## config.mk

```make
export PLATFORM = sky130hd
export DESIGN_NAME = wdata_chan_mngr
export DESIGN_NICKNAME = d
export VERILOG_FILES = /design/src/rtl/wdata_chan_mngr.sv
export SDC_FILE = /design/constraint.sdc
export NUM_CORES = 1
export LEC_CHECK = 0
export ABC_AREA = 1
export CORE_MARGIN = 2
export CORE_UTILIZATION = 46
export CTS_BUF_LIST = sky130_fd_sc_hd__clkbuf_2
export DETAILED_ROUTE_END_ITERATION = 16
export GPL_TIMING_DRIVEN = 0
export PLACE_DENSITY = 0.67
export SYNTH_ARGS = -nofsm -noshare
export SYNTH_HDL_FRONTEND = slang
export SYNTH_SLANG_ARGS = --single-unit
```

## constraint.sdc

```tcl
create_clock -name clk -period 2 [get_ports clk]
set_input_delay 0.4 -clock clk [delete_from_list [all_inputs] [get_ports clk]]
set_output_delay 0.4 -clock clk [all_outputs]
set_load 0.03 [all_outputs]
```

## src/rtl/wdata_chan_mngr.sv

```systemverilog
// Write data channel manager.
// Takes one 128-bit line with a 16-bit byte mask per request and serialises it
// into a burst of 1..4 beats of 32 bits, low word first. A one-entry pending
// buffer holds the next request while the current burst drains, so back-to-back
// bursts run with no idle cycle between them.
// All outputs come straight from flops. Each output flop is loaded from the
// next-state values, so the outputs show the same cycle timing as a decode of
// the state registers would.
module wdata_chan_mngr (
    input  logic         clk,
    input  logic         rst_n,
    input  logic         wdat_m_req,
    input  logic [127:0] wdat_m_data,
    input  logic [15:0]  wdat_m_mask,
    input  logic [1:0]   wdat_m_len,
    output logic         wdat_m_rdy,
    output logic         wvalid,
    input  logic         wready,
    output logic [31:0]  wdata,
    output logic [3:0]   wstrb,
    output logic         wlast,
    output logic         finish_mwd
);

    // MDEFO is the trap for illegal encodings; only reset leaves it.
    typedef enum logic [1:0] {
        MIDLE = 2'b00,
        MBUSY = 2'b01,
        MDEFO = 2'b11
    } state_t;

    state_t         state_r;
    state_t         state_nxt_s;
    logic [1:0]     beat_r;
    logic [1:0]     beat_nxt_s;
    logic [127:0]   act_data_r;
    logic [127:0]   act_data_nxt_s;
    logic [15:0]    act_mask_r;
    logic [15:0]    act_mask_nxt_s;
    logic [1:0]     act_len_r;
    logic [1:0]     act_len_nxt_s;
    logic [127:0]   pend_data_r;
    logic [127:0]   pend_data_nxt_s;
    logic [15:0]    pend_mask_r;
    logic [15:0]    pend_mask_nxt_s;
    logic [1:0]     pend_len_r;
    logic [1:0]     pend_len_nxt_s;
    logic           pend_valid_r;
    logic           pend_valid_nxt_s;
    logic           finish_r;
    logic           finish_nxt_s;
    logic           rdy_r;
    logic           wvalid_r;
    logic [31:0]    wdata_r;
    logic [3:0]     wstrb_r;
    logic           wlast_r;

    logic           accept_s;
    logic           hs_s;
    logic           last_s;
    logic           busy_nxt_s;
    logic [31:0]    wdata_nxt_s;
    logic [3:0]     wstrb_nxt_s;
    logic           wlast_nxt_s;
    logic           rdy_nxt_s;

    // Next-state and next-output logic for the burst sequencer.
    always_comb begin
        state_nxt_s      = state_r;
        beat_nxt_s       = beat_r;
        act_data_nxt_s   = act_data_r;
        act_mask_nxt_s   = act_mask_r;
        act_len_nxt_s    = act_len_r;
        pend_data_nxt_s  = pend_data_r;
        pend_mask_nxt_s  = pend_mask_r;
        pend_len_nxt_s   = pend_len_r;
        pend_valid_nxt_s = pend_valid_r;
        finish_nxt_s     = 1'b0;

        accept_s = wdat_m_req & rdy_r;
        hs_s     = wvalid_r & wready;
        last_s   = (beat_r == act_len_r);

        case (state_r)
            MIDLE: begin
                if (accept_s) begin
                    act_data_nxt_s = wdat_m_data;
                    act_mask_nxt_s = wdat_m_mask;
                    act_len_nxt_s  = wdat_m_len;
                    beat_nxt_s     = 2'd0;
                    state_nxt_s    = MBUSY;
                end else begin
                    state_nxt_s = MIDLE;
                end
            end
            MBUSY: begin
                if (hs_s && last_s) begin
                    finish_nxt_s = 1'b1;
                    beat_nxt_s   = 2'd0;
                    if (pend_valid_r) begin
                        // Pending burst takes over with no bubble.
                        act_data_nxt_s   = pend_data_r;
                        act_mask_nxt_s   = pend_mask_r;
                        act_len_nxt_s    = pend_len_r;
                        pend_valid_nxt_s = 1'b0;
                    end else if (accept_s) begin
                        act_data_nxt_s = wdat_m_data;
                        act_mask_nxt_s = wdat_m_mask;
                        act_len_nxt_s  = wdat_m_len;
                    end else begin
                        state_nxt_s = MIDLE;
                    end
                end else begin
                    if (hs_s) begin
                        beat_nxt_s = beat_r + 2'd1;
                    end else begin
                        beat_nxt_s = beat_r;
                    end
                    if (accept_s) begin
                        pend_data_nxt_s  = wdat_m_data;
                        pend_mask_nxt_s  = wdat_m_mask;
                        pend_len_nxt_s   = wdat_m_len;
                        pend_valid_nxt_s = 1'b1;
                    end else begin
                        pend_valid_nxt_s = pend_valid_r;
                    end
                end
            end
            MDEFO: begin
                state_nxt_s = MDEFO;
            end
            default: begin
                state_nxt_s = MDEFO;
            end
        endcase

        busy_nxt_s = (state_nxt_s == MBUSY);
        if (busy_nxt_s) begin
            wdata_nxt_s = act_data_nxt_s[{beat_nxt_s, 5'd0} +: 32];
            wstrb_nxt_s = act_mask_nxt_s[{beat_nxt_s, 2'd0} +: 4];
            wlast_nxt_s = (beat_nxt_s == act_len_nxt_s);
        end else begin
            wdata_nxt_s = 32'd0;
            wstrb_nxt_s = 4'd0;
            wlast_nxt_s = 1'b0;
        end
        rdy_nxt_s = (state_nxt_s != MDEFO) & ~pend_valid_nxt_s;
    end

    // State, burst registers and output flops; synchronous active-low reset.
    always_ff @(posedge clk) begin
        if (!rst_n) begin
            state_r      <= MIDLE;
            beat_r       <= 2'd0;
            act_data_r   <= 128'd0;
            act_mask_r   <= 16'd0;
            act_len_r    <= 2'd0;
            pend_data_r  <= 128'd0;
            pend_mask_r  <= 16'd0;
            pend_len_r   <= 2'd0;
            pend_valid_r <= 1'b0;
            finish_r     <= 1'b0;
            rdy_r        <= 1'b1;
            wvalid_r     <= 1'b0;
            wdata_r      <= 32'd0;
            wstrb_r      <= 4'd0;
            wlast_r      <= 1'b0;
        end else begin
            state_r      <= state_nxt_s;
            beat_r       <= beat_nxt_s;
            act_data_r   <= act_data_nxt_s;
            act_mask_r   <= act_mask_nxt_s;
            act_len_r    <= act_len_nxt_s;
            pend_data_r  <= pend_data_nxt_s;
            pend_mask_r  <= pend_mask_nxt_s;
            pend_len_r   <= pend_len_nxt_s;
            pend_valid_r <= pend_valid_nxt_s;
            finish_r     <= finish_nxt_s;
            rdy_r        <= rdy_nxt_s;
            wvalid_r     <= busy_nxt_s;
            wdata_r      <= wdata_nxt_s;
            wstrb_r      <= wstrb_nxt_s;
            wlast_r      <= wlast_nxt_s;
        end
    end

    assign wdat_m_rdy = rdy_r;
    assign wvalid     = wvalid_r;
    assign wdata      = wdata_r;
    assign wstrb      = wstrb_r;
    assign wlast      = wlast_r;
    assign finish_mwd = finish_r;

endmodule

```

==> flow_summary_export.csv <==
group,metric,value,unit
synth,postSynthNetCount,3141,
clock_network,clock_path_buffers,3,
timing,slew_violations,0,
finish,fin_nets,3596,
placed_design,detailed_place_hpwl,64280,um
timing,unrepaired_setup_endpoints_after_global_routing,"true",
critical_path,critical_path_slowest_stage_cell,"sky130_fd_sc_hd__dfxtp_4",
drt,drt-wirelength-per-cell,22.60,um
clock_network,cts_tree,"yes",
critical_path,cp.required,2.96,ns
critical_path,cpMostUsedCell,"sky130_fd_sc_hd__nand2_2",
floorplan,die_width,206.5,um
drt,detail_route.drc_violations,0,
timing,final.min_clock_period,2.178,ns
synth,sequential_area_share_after_synthesis,35.77,%
critical_path,number_of_buffer_and_inverter_stages_on_the_critical_path,4,
status,status,"finished, violations left",
finish,stdcell_area,0.02580,mm2
finish,mostFrequentLayoutCells,"sky130_fd_sc_hd__nand2_1 (845), sky130_fd_sc_hd__a21oi_1 (465), sky130_fd_sc_hd__nand3_1 (399)",
drt,number_of_routed_nets_with_antenna_violations,0,
grt,antenna_found_initial,1,
clock_network,clock_sink_count,337,
timing,worst_case_headroom_to_the_max_slew_limit,21.68,%
timing,timing_hold_violations_final,0,
floorplan,core_area,0.04065,mm2
critical_path,critPathKind,"reg2reg",
pwr,irDropWorstVdd,478.9,uV
timing,finalSetupViolCount,52,
drt,via_per_inst,5.951,
critical_path,arrival,3.14,ns
timing,final.setup_skew,0.1005,ns
critical_path,path_delay_family,"simple AND/OR/NAND/NOR gates",
clock_network,cts-buffers-inserted,96,
synth,instance_count_of_the_mapped_netlist,2991,
floorplan,die_height,206.5,um
run,drv.max_cap_violation_count,0,
synth,synth-seq-cells,337,
synth,ys_types,24,
placed_design,routabilityCongestion,1.008,
critical_path,critPathCaptureType,"flip-flop",
synth,synth_warn,0,
pwr,cell_leakage_power,10.55,nW
placed_design,dp_slack,-1.015,ns
grt,first_global_vias,21910,
drt,routed_wirelength,91590,um
timing,worst_slack,-0.1781,ns
pwr,powerDensity,714.4,mW/mm2
pwr,sum_of_internal_switching_and_leakage_power,0.01844,W
placed_design,placed_cells_incl_taps,3711,
synth,synth.largest_area_cell,"sky130_fd_sc_hd__dfxtp_1",
timing,post-route-period-util,108.9,%
finish,fillers,3801,
synth,synthesis.area,0.01886,mm2
synth,syn_area_per_cell,6.305,um2
floorplan,floorplan.die_area,0.04263,mm2
synth,synth_largest_type_area_fraction,35.77,%
floorplan,initial_utilization,46.40,%
finish,drive_gt1_share,20.20,%
status,violations,"setup timing",
finish,synth_to_layout_area_growth,36.84,%
placed_design,place_area,0.02141,mm2
grt,grt.total_usage,41.37,%
drt,drtIter0Drc,2936,
grt,grt_total_ovfl,0,
finish,finish.cell_count_without_fillers,4053,
drt,detailroute.via_count,24120,
drt,drt_pre_antenna_iters,6,
clock_network,cts.reportedPaths.clkPinSlew,0.12,ns
finish,final_common_cell,"sky130_fd_sc_hd__nand2_1",
critical_path,path_cells,"buf_6, nand2_8, buf_12, buf_12, buf_8, o211ai_1, nand3_1, nand2_1, nand2_2, nand2_2, nand2_2, nor2_4, nor2_4",
placed_design,port-buffer-count,188,
grt,grt_max_degree,13,
timing,worstMarginPinSlew,1.175,ns
clock_network,clockRootBuffer,"sky130_fd_sc_hd__clkbuf_2",
floorplan,rows,74,
critical_path,critical_path_peak_fanout,10,
floorplan,ios,190,
critical_path,critical_path_start_type,"flip-flop",
synth,post_synth_main_area_contributors,"sky130_fd_sc_hd__dfxtp_1 (36%), sky130_fd_sc_hd__nand2_1 (19%), sky130_fd_sc_hd__a21oi_1 (13%), sky130_fd_sc_hd__nand3_1 (11%), sky130_fd_sc_hd__a22oi_1 (4.1%)",
clock_network,clk_latency,1.15,ns
critical_path,critPathMaxStageDelay,0.40,ns
grt,grt_pass1_wl,131300,um
min_path,timing.hold.worst.class,"in2reg",
clock_network,htree_levels,3,
timing,maxClockFrequency,0.4591,GHz
[worst min-delay path, cell delays in order]
cell	delay (ns)
sky130_fd_sc_hd__clkdlybuf4s50_1	0.56
sky130_fd_sc_hd__nand3_1	0.15
sky130_fd_sc_hd__a21oi_1	0.07
[worst paths after layout]
| path | startpoint | to | slack [ns] | depth (start not counted) |
|---|---|---|---|---|
| setup reg to reg | wdat_m_rdy$_SDFF_PN1_ | wdata[8]$_SDFF_PN0_ | -0.18 | 13 |
| setup / recovery | wdat_m_rdy$_SDFF_PN1_ | wdata[8]$_SDFF_PN0_ | -0.18 | 13 |
| hold / removal | wdat_m_data[99] | pend_data_r[99]$_SDFFE_PN0P_ | 0.11 | 3 |
| hold reg to reg | pend_data_r[92]$_SDFFE_PN0P_ | pend_data_r[92]$_SDFFE_PN0P_ | 0.47 | 2 |
[cells by family (layout without fill, tap and decap cells)]
family / count (synthesis) / in the layout / synth area share (%)
and+or+nand+nor: 1474 / 1474 / 32.33
AOI/OAI and AO/OA: 738 / 738 / 21.92
buffers and inverters: 442 / 971 / 9.972
DFF: 337 / 337 / 35.77
other: 0 / 1 / 0
[synthesized netlist by cell type]
cell	number
sky130_fd_sc_hd__clkbuf_1	92
sky130_fd_sc_hd__a21oi_2	1
sky130_fd_sc_hd__nand4_1	2
sky130_fd_sc_hd__a21oi_1	483
sky130_fd_sc_hd__dfxtp_1	337
sky130_fd_sc_hd__nor2_2	1
sky130_fd_sc_hd__a22oi_1	103
sky130_fd_sc_hd__nor2_4	2
sky130_fd_sc_hd__buf_2	123
sky130_fd_sc_hd__nand3_2	2
sky130_fd_sc_hd__a31oi_1	1
sky130_fd_sc_hd__buf_4	14
sky130_fd_sc_hd__o21ai_1	3
sky130_fd_sc_hd__nand2_2	3
sky130_fd_sc_hd__buf_1	22
sky130_fd_sc_hd__o21ai_0	76
sky130_fd_sc_hd__nor3_1	1
sky130_fd_sc_hd__inv_2	13
sky130_fd_sc_hd__nand3_1	416
sky130_fd_sc_hd__buf_6	2
sky130_fd_sc_hd__o211ai_1	71
sky130_fd_sc_hd__nor2_1	106
sky130_fd_sc_hd__inv_1	176
sky130_fd_sc_hd__nand2_1	941
[metal layers]
layer | GRT usage [%] | vias to the layer above | share of wire, %
met5 | 0 | - | 0
met4 | 26.40 | 0 | 7.1
met3 | 9.098 | 339 | 11
met2 | 64.24 | 1549 | 44
met1 | 51.77 | 11280 | 38
li1 | - | 10950 | -
[sequential cells by signal (all words and copies together) (netlist names)]
signal,count
act_data_r,128
act_len_r,2
act_mask_r,16
beat_r,2
finish_mwd,1
pend_data_r,128
pend_len_r,2
pend_mask_r,16
pend_valid_r,1
state_r,2
wdat_m_rdy,1
wdata,32
wlast,1
wstrb,4
wvalid,1
[cell type report]
cell class                      instances  area (um2)  share of cell area [%]
Clock inverter                         21       78.83                  0.3055
Sequential cell                       337        6814                   26.41
Timing Repair Buffer                  357        3682                   14.27
Tap cell                              532       665.6                   2.580
Clock buffer                          151       755.7                   2.929
Multi-Input combinational cell       2212       11130                   43.14
Buffer                                253        1948                   7.549
Antenna cell                            1       2.502                0.009697
Inverter                              189       724.4                   2.807
[metrics by stage]
step	hold WS [ns]	util, %	TNS [ns]
after floorplan	0.4293	-	0
after global placement	0.4413	52.66	-200.21
after detailed placement	0.4475	52.66	-211.92
after CTS	0.001098	61.29	-0.9121
after global routing	0.01296	63.49	-4.157
final	0.1122	63.49	-3.541
[timing repair]
item	CTS	global route
setup endpoints to repair	345	190
hold buffers	139	1
pin swaps	30	86
gates resized for setup	676	243
hold endpoints to repair	139	1
buffers inserted	14	10
gates cloned	1	4
[power breakdown]
| part | switching [W] | leakage [nW] | internal [W] |
|---|---|---|---|
| registers | 0.000270 | 2.77 | 0.00718 |
| clock network | 0.00330 | 0.668 | 0.00197 |
| logic | 0.00356 | 7.11 | 0.00215 |
(Power assumes the default switching activity.)
